File: src/rtl/spi_shift_engine.sv
// Serial shift engine: deserialises MSB-first MOSI frames into parallel words and
// serialises a buffered transmit word onto MISO, driven by serial-clock edge pulses.
module spi_shift_engine #(
  parameter int width      = 8,
  parameter int countwidth = 3
) (
  input  logic             clk_i,
  input  logic             reset_i,
  input  logic             cs_n_i,
  input  logic             sclk_pos_i,
  input  logic             sclk_neg_i,
  input  logic             mosi_i,
  input  logic [width-1:0] tx_data_i,
  input  logic             tx_load_i,
  output logic             tx_ready_o,
  output logic [width-1:0] rx_data_o,
  output logic             rx_valid_o,
  output logic             miso_o,
  output logic             miso_en_o
);

  typedef enum logic {
    IDLE   = 1'b0,
    ACTIVE = 1'b1
  } state_t;

  localparam logic [countwidth-1:0] LAST_BIT = countwidth'(width - 1);
  localparam logic [countwidth-1:0] ONE      = countwidth'(1);

  state_t                state_q, state_d;
  logic [countwidth-1:0] bitcnt_q, bitcnt_d;
  logic [width-1:0]      rx_shift_q, rx_shift_d;
  logic [width-1:0]      tx_shift_q, tx_shift_d;
  logic [width-1:0]      tx_buf_q, tx_buf_d;
  logic                  tx_full_q, tx_full_d;
  logic                  reload_pend_q, reload_pend_d;
  logic [width-1:0]      rx_data_q, rx_data_d;
  logic                  rx_valid_q, rx_valid_d;
  logic                  consume;
  logic [width-1:0]      rx_next;

  assign rx_next = {rx_shift_q[width-2:0], mosi_i};

  always_ff @(posedge clk_i) begin
    if (reset_i) begin
      state_q       <= IDLE;
      bitcnt_q      <= '0;
      rx_shift_q    <= '0;
      tx_shift_q    <= '0;
      tx_buf_q      <= '0;
      tx_full_q     <= 1'b0;
      reload_pend_q <= 1'b0;
      rx_data_q     <= '0;
      rx_valid_q    <= 1'b0;
    end else begin
      state_q       <= state_d;
      bitcnt_q      <= bitcnt_d;
      rx_shift_q    <= rx_shift_d;
      tx_shift_q    <= tx_shift_d;
      tx_buf_q      <= tx_buf_d;
      tx_full_q     <= tx_full_d;
      reload_pend_q <= reload_pend_d;
      rx_data_q     <= rx_data_d;
      rx_valid_q    <= rx_valid_d;
    end
  end

  always_comb begin
    state_d       = state_q;
    bitcnt_d      = bitcnt_q;
    rx_shift_d    = rx_shift_q;
    tx_shift_d    = tx_shift_q;
    reload_pend_d = reload_pend_q;
    rx_data_d     = rx_data_q;
    rx_valid_d    = 1'b0;
    consume       = 1'b0;

    unique case (state_q)
      IDLE: begin
        if (!cs_n_i) begin
          state_d       = ACTIVE;
          bitcnt_d      = '0;
          rx_shift_d    = '0;
          reload_pend_d = 1'b0;
          consume       = 1'b1;
        end
      end
      ACTIVE: begin
        // Deselect wins over any edge pulse in the same cycle.
        if (cs_n_i) begin
          state_d       = IDLE;
          bitcnt_d      = '0;
          rx_shift_d    = '0;
          tx_shift_d    = '0;
          reload_pend_d = 1'b0;
        end else if (sclk_pos_i) begin
          rx_shift_d = rx_next;
          if (bitcnt_q == LAST_BIT) begin
            bitcnt_d      = '0;
            rx_data_d     = rx_next;
            rx_valid_d    = 1'b1;
            reload_pend_d = 1'b1;
          end else begin
            bitcnt_d = bitcnt_q + ONE;
          end
        end else if (sclk_neg_i) begin
          if (reload_pend_q) begin
            consume       = 1'b1;
            reload_pend_d = 1'b0;
          end else begin
            tx_shift_d = {tx_shift_q[width-2:0], 1'b0};
          end
        end
      end
      default: state_d = IDLE;
    endcase

    if (consume) begin
      tx_shift_d = tx_full_q ? tx_buf_q : '0;
    end
  end

  // Buffer: consumption sees the pre-cycle contents; a load only lands if the
  // buffer was empty going into this cycle.
  always_comb begin
    tx_buf_d  = tx_buf_q;
    tx_full_d = tx_full_q;
    if (consume) begin
      tx_full_d = 1'b0;
    end
    if (tx_load_i && !tx_full_q) begin
      tx_buf_d  = tx_data_i;
      tx_full_d = 1'b1;
    end
  end

  assign tx_ready_o = !tx_full_q;
  assign rx_data_o  = rx_data_q;
  assign rx_valid_o = rx_valid_q;
  assign miso_en_o  = (state_q == ACTIVE);
  assign miso_o     = (state_q == ACTIVE) && tx_shift_q[width-1];

endmodule

File: config.mk
export PLATFORM = sky130hd
export DESIGN_NAME = spi_shift_engine
export DESIGN_NICKNAME = d
export VERILOG_FILES = /design/src/rtl/spi_shift_engine.sv
export SDC_FILE = /design/constraint.sdc
export NUM_CORES = 1
export LEC_CHECK = 0
export BUFFER_PORTS_ARGS = -buffer_cell sky130_fd_sc_hd__clkbuf_2
export CAP_MARGIN = 20
export CORE_UTILIZATION = 53
export CTS_CLUSTER_SIZE = 8
export DETAILED_ROUTE_END_ITERATION = 10
export GPL_TIMING_DRIVEN = 0
export PLACE_DENSITY = 0.76
export RECOVER_POWER = 25
export SYNTH_ARGS = -nofsm -noshare
export SYNTH_HDL_FRONTEND = slang
export SYNTH_SLANG_ARGS = --single-unit
File: constraint.sdc
create_clock -name clk_i -period 1.6 [get_ports clk_i]
set_input_delay 0.16 -clock clk_i [delete_from_list [all_inputs] [get_ports clk_i]]
set_output_delay 0.16 -clock clk_i [all_outputs]
set_load 0.02 [all_outputs]
Yosys cells after proc, flatten, opt, wreduce, memory -nomap -nowiden
Cells that the tools add are included.
{"block": "totals", "regBits": 38, "latchBits": 0, "ram_bits": 0, "romBits": 0, "in_bits": 15, "memories": 0}
{"block": "classes", "addsub": 1, "n_mul": 0, "div_mod_pow": 0, "order_cmp": 0, "eq_ne": 7, "shift": 0, "n_mux": 31, "n_bitwise": 3, "reduce_logical": 11}
{"cell": "$mux 8", "n": 7}
{"cell": "$mux 7", "n": 3}
{"cell": "$pmux 7 s2", "n": 1}
{"cell": "$mux 1", "n": 13}
{"cell": "$mux 3", "n": 4}
{"cell": "$reduce_and 4->1", "n": 2}
{"cell": "$ne 3x2->1 const B", "n": 2}
{"cell": "$pmux 3 s2", "n": 1}
{"cell": "$ne 4x3->1 const B", "n": 1}
{"cell": "$ne 4x4->1 const B", "n": 1}
{"cell": "$pmux 1 s2", "n": 2}
{"cell": "$reduce_bool 2->1", "n": 2}
{"cell": "$reduce_or 4->1", "n": 1}
{"cell": "$add 3x1->3 const B", "n": 1}
{"cell": "$eq 3x3->1 const B", "n": 1}
{"cell": "$ne 3x3->1 const B", "n": 1}
{"cell": "$not 1->1", "n": 3}
{"cell": "$reduce_and 3->1", "n": 1}
{"cell": "$reduce_bool 3->1", "n": 1}
{"cell": "$logic_and 1x1->1", "n": 2}
{"cell": "$ne 2x2->1 const B", "n": 1}
{"cell": "$reduce_and 2->1", "n": 1}
{"cell": "$logic_not 1->1", "n": 1}

Logic depth before layout (Yosys ltp)
{"block": "depth", "word_depth": 7, "mapped_depth": 6, "mapped_depth_nobuf": 5}

Least setup slack after synthesis
Ideal clock, no wire load.
{"block": "synth_path", "path_kind": "register to register", "from": "register state_q, in the netlist miso_en_o", "to": "register rx_shift_q[0]", "arrival_ns": 1.259, "t_required_ns": 1.472, "setup_slack_ns": 0.213, "stages_incl_launch_ff": 7, "cell_sequence": "dfxtp_1 nor2b_1 buf_2 a21o_1 buf_2 a22oi_1 nor2_1"}
{"block": "synth_between", "elab_chain_len": 3}
{"element": "start: declaration", "line_no": "30", "source": "state_t state_q, state_d;"}
{"element": "start signal: assignment", "line_no": "56", "source": "state_q <= state_d;"}
{"element": "$not 1->1"}
{"element": "$ne 2x2->1 (no source line)"}
{"element": "$reduce_and 2->1 (no source line)"}
{"element": "end signal: assignment", "line_no": "58", "source": "rx_shift_q <= rx_shift_d;"}
{"element": "end: declaration", "line_no": "32", "source": "logic [width-1:0] rx_shift_q, rx_shift_d;"}
Parallel ways exist; a longest one is shown, timed or not.
A chain may end at the register's enable or synchronous reset.

Worst setup path after layout
{"block": "layout_path", "from": "register state_q, in the netlist miso_en_o", "to": "register tx_shift_q[0]"}
{"block": "layout_between", "elab_chain_len": 4}
{"element": "$not 1->1"}
{"element": "$pmux 1 s2", "line_no": "78", "source": "unique case (state_q)"}
{"element": "$ne 3x2->1 (no source line), or another cell as far along"}
{"element": "$reduce_and 4->1 (no source line)"}
{"element": "end signal: assignment", "line_no": "59", "source": "tx_shift_q <= tx_shift_d;"}
{"element": "end: declaration", "line_no": "33", "source": "logic [width-1:0] tx_shift_q, tx_shift_d;"}
Parallel ways exist; a longest one is shown, timed or not.

==> reports/metrics.cfg <==
[drt]
routed_wl_um = 3300
drc = 0
route.detailed.wl_per_inst_um = 14.2
drtAntennaViolNets = 0
drt_iter0_markers = 46
dr.pass1.iters = 4
vias = 1294
vias_per_cell = 5.55

[timing]
hold_viol_final = 0
final_max_slew_viol_count = 0
relSlewSlack_pct = 62.0
rsz0062_at_grt = no
finalWorstPathRequiredPeriod_ns = 1.46
setup_tns_ns = 0
setup_viol = 0
tightest_slew_ns = 0.571
period_share_pct = 91.5
max_freq_mhz = 683
fin_worst_skew_ns = 0.00546
fin_ws_ns = 0.136

[yosys]
synth.avg_cell_area_um2 = 8.79
synth_top_area_share_pct = 51.2
ys_warn_count = 0
syn_inst = 169
yosysTopAreaCell = dfxtp_1
synth_area_leaders = dfxtp_1 51%, nor2_1 7.8%, mux2i_1 5.4%
yosys_register_bits = 38
ys_types = 23
synth.cell_area_um2 = 1490
ys_seq_area_share_pct = 51.2
synth_fp_nets = 186

[pwr]
intPower_mw = 1.34
net-switching-power_mw = 0.419
p_total_mw = 1.76
pwr-share-seq_pct = 56.5
comb_power_share_pct = 9.3
p_sw_share_pct = 23.8
clkPwrFrac_pct = 34.1
powerDensity_nw_per_um2 = 1020
cellLeakagePower_nw = 0.684
peakVddDrop_mv = 0.939

[placement]
port_buffers = 25
gp_congestion = 0.770
dpl_cell_area_um2 = 1650
pre_cts_ws_ns = 0.0614
place_inst = 224
dp_hpwl_um = 2210

[clock_tree]
cts_sinks = 38
clock_latency_ns = 0.34
cts_root_buffer = clkbuf_4
tritoncts = done
cts_made_buffers = 5
htreeDepth = 2
cts_buffer_depth = 2
clk_pin_slew_ns = 0.11

[worst_setup_path]
cp_data_required_time_ns = 1.82
critPathSlowestCell = a21oi_2
worstPathArrival_ns = 1.69
start_kind = flip-flop
crit_type = flip-flop to flip-flop
path_max_fanout = 9
critPathMaxStageDelay_ns = 0.39
path_cells = nor2b_1 -> buf_2 -> a21oi_2 -> a2bb2oi_1 -> nor2_1
setup.worst_path.end_class = flip-flop

[floorplan]
coreArea_um2 = 2570
num_io_pins = 27
die-area_um2 = 3020
start_util_pct = 57.8
die_h_um = 54.9
rows = 18
die_width_um = 54.9

[global_route]
antenna_found_initial = 0
grt_pass1_wl_um = 4890
grt_pass1_vias = 1144
track_usage_pct = 24.3
gr-total-overflow = 0
grt_max_degree = 12

[min_path]
holdCritPathClass = primary input to flip-flop

[run]
max_cap_violations = 0

[layout]
layout-drive-gt1-share_pct = 16.3
final_area_um2 = 1730
instances_no_fill = 233
layout.nets = 219
antenna_cells = 0
area_growth_pct = 16.4

[run_status]
status = finished clean

## cell usage in the layout, fill, tap and decap left out, types with 2 or more instances in the layout
cell type	n
and2_1	2
clkbuf_4	5
mux2i_1	8
nor2b_1	4
dfxtp_2	2
ha_1	2
nor3_1	9
clkbuf_2	16
nand2_1	17
clkbuf_8	3
o21ai_0	7
a221oi_1	7
buf_2	4
a21oi_1	8
inv_1	9
clkbuf_1	14
a22oi_1	10
nor2_1	31
dfxtp_1	36
## final timing paths
kind                start            end  slack, ns  cells past startpoint
max             miso_en_o  tx_shift_q[0]       0.14                      5
min          tx_data_i[3]    tx_buf_q[3]       0.05                      3
max reg2reg     miso_en_o  tx_shift_q[0]       0.14                      5
min reg2reg  rx_data_o[1]   rx_data_o[1]       0.46                      2
## final cells by class
cell class	count	area, um^2
inverter	9	33.8
fill	218	838
buffer	10	42.5
clock buffer	8	78.8
sequential	38	763
timing repair buffer	25	114
tap	30	37.5
multi-input combinational	113	659
## cells by family after synthesis
| kind of cell | after synthesis | synth area share (%) |
|---|---|---|
| adder cells (fa/ha/maj) | 2 | 1.68 |
| AO/OA/AOI/OAI | 36 | 17.3 |
| multiplexers | 8 | 5.39 |
| buffers and inverters | 19 | 5.22 |
| AND/OR/NAND/NOR | 66 | 19.2 |
| flip-flops | 38 | 51.2 |
## flip-flops by register name (all words and copies together), names as in the netlist
signal and flops:
miso_en_o 1, rx_shift_q 7, tx_buf_q 8, rx_valid_o 1, tx_full_q 1, reload_pend_q 1
tx_shift_q 8, rx_data_o 8, bitcnt_q 3
## worst max-delay path: cells and delay by family, from the launching register on
| kind | cells | cell delay, ns |
|---|---|---|
| AO/OA/AOI/OAI | 2 | 0.59 |
| flip-flops | 1 | 0.38 |
| AND/OR/NAND/NOR | 2 | 0.19 |
| buffers and inverters | 1 | 0.18 |
## power by group through the flow
stage	clock network [mW]	registers, mW	logic, mW
global placement	0	1.01	0.153
global route	0.671	0.998	0.185
CTS	0.619	0.993	0.160
detailed placement	0	1.01	0.158
finish	0.600	0.995	0.164
floorplan	0	1.01	0.110
## what timing repair did
item	4_1_cts	5_1_grt
hold buffers	0	0
buffers inserted	0	0
setup endpoints to repair	0	14
gates resized for setup	0	2
## cell usage after synthesis
cell	number
dfxtp_1	38
nor2_1	31
nand2_1	17
a22oi_1	10
inv_1	9
nor3_1	9
a21oi_1	8
mux2i_1	8
a221oi_1	7
o21ai_0	7
buf_2	5
clkbuf_1	4
nor2b_1	4
and2_1	2
ha_1	2
a211oi_4	1
a21o_1	1
a21oi_2	1
a2bb2oi_1	1
and3b_1	1
buf_1	1
nand2b_1	1
nand3b_1	1
## routing by layer
metal  global-route usage [%]  up-vias  wire length [um]
li1                         -      650                 -
met1                     29.7      590              1480
met2                     37.1       48              1560
met3                     9.29        6               224
met4                     12.1        0                38
met5                        0        -                 0
## metrics by stage
stage | utilization (%) | hold slack [ns]
finish | 67.3 | 0.0546
global route | 67.3 | 0.0235
CTS | 67.3 | 0.0339
detailed placement | 64.2 | 0.405
global placement | 64.2 | 0.396
floorplan | - | 0.232
Power figures use the tool's default switching activity.
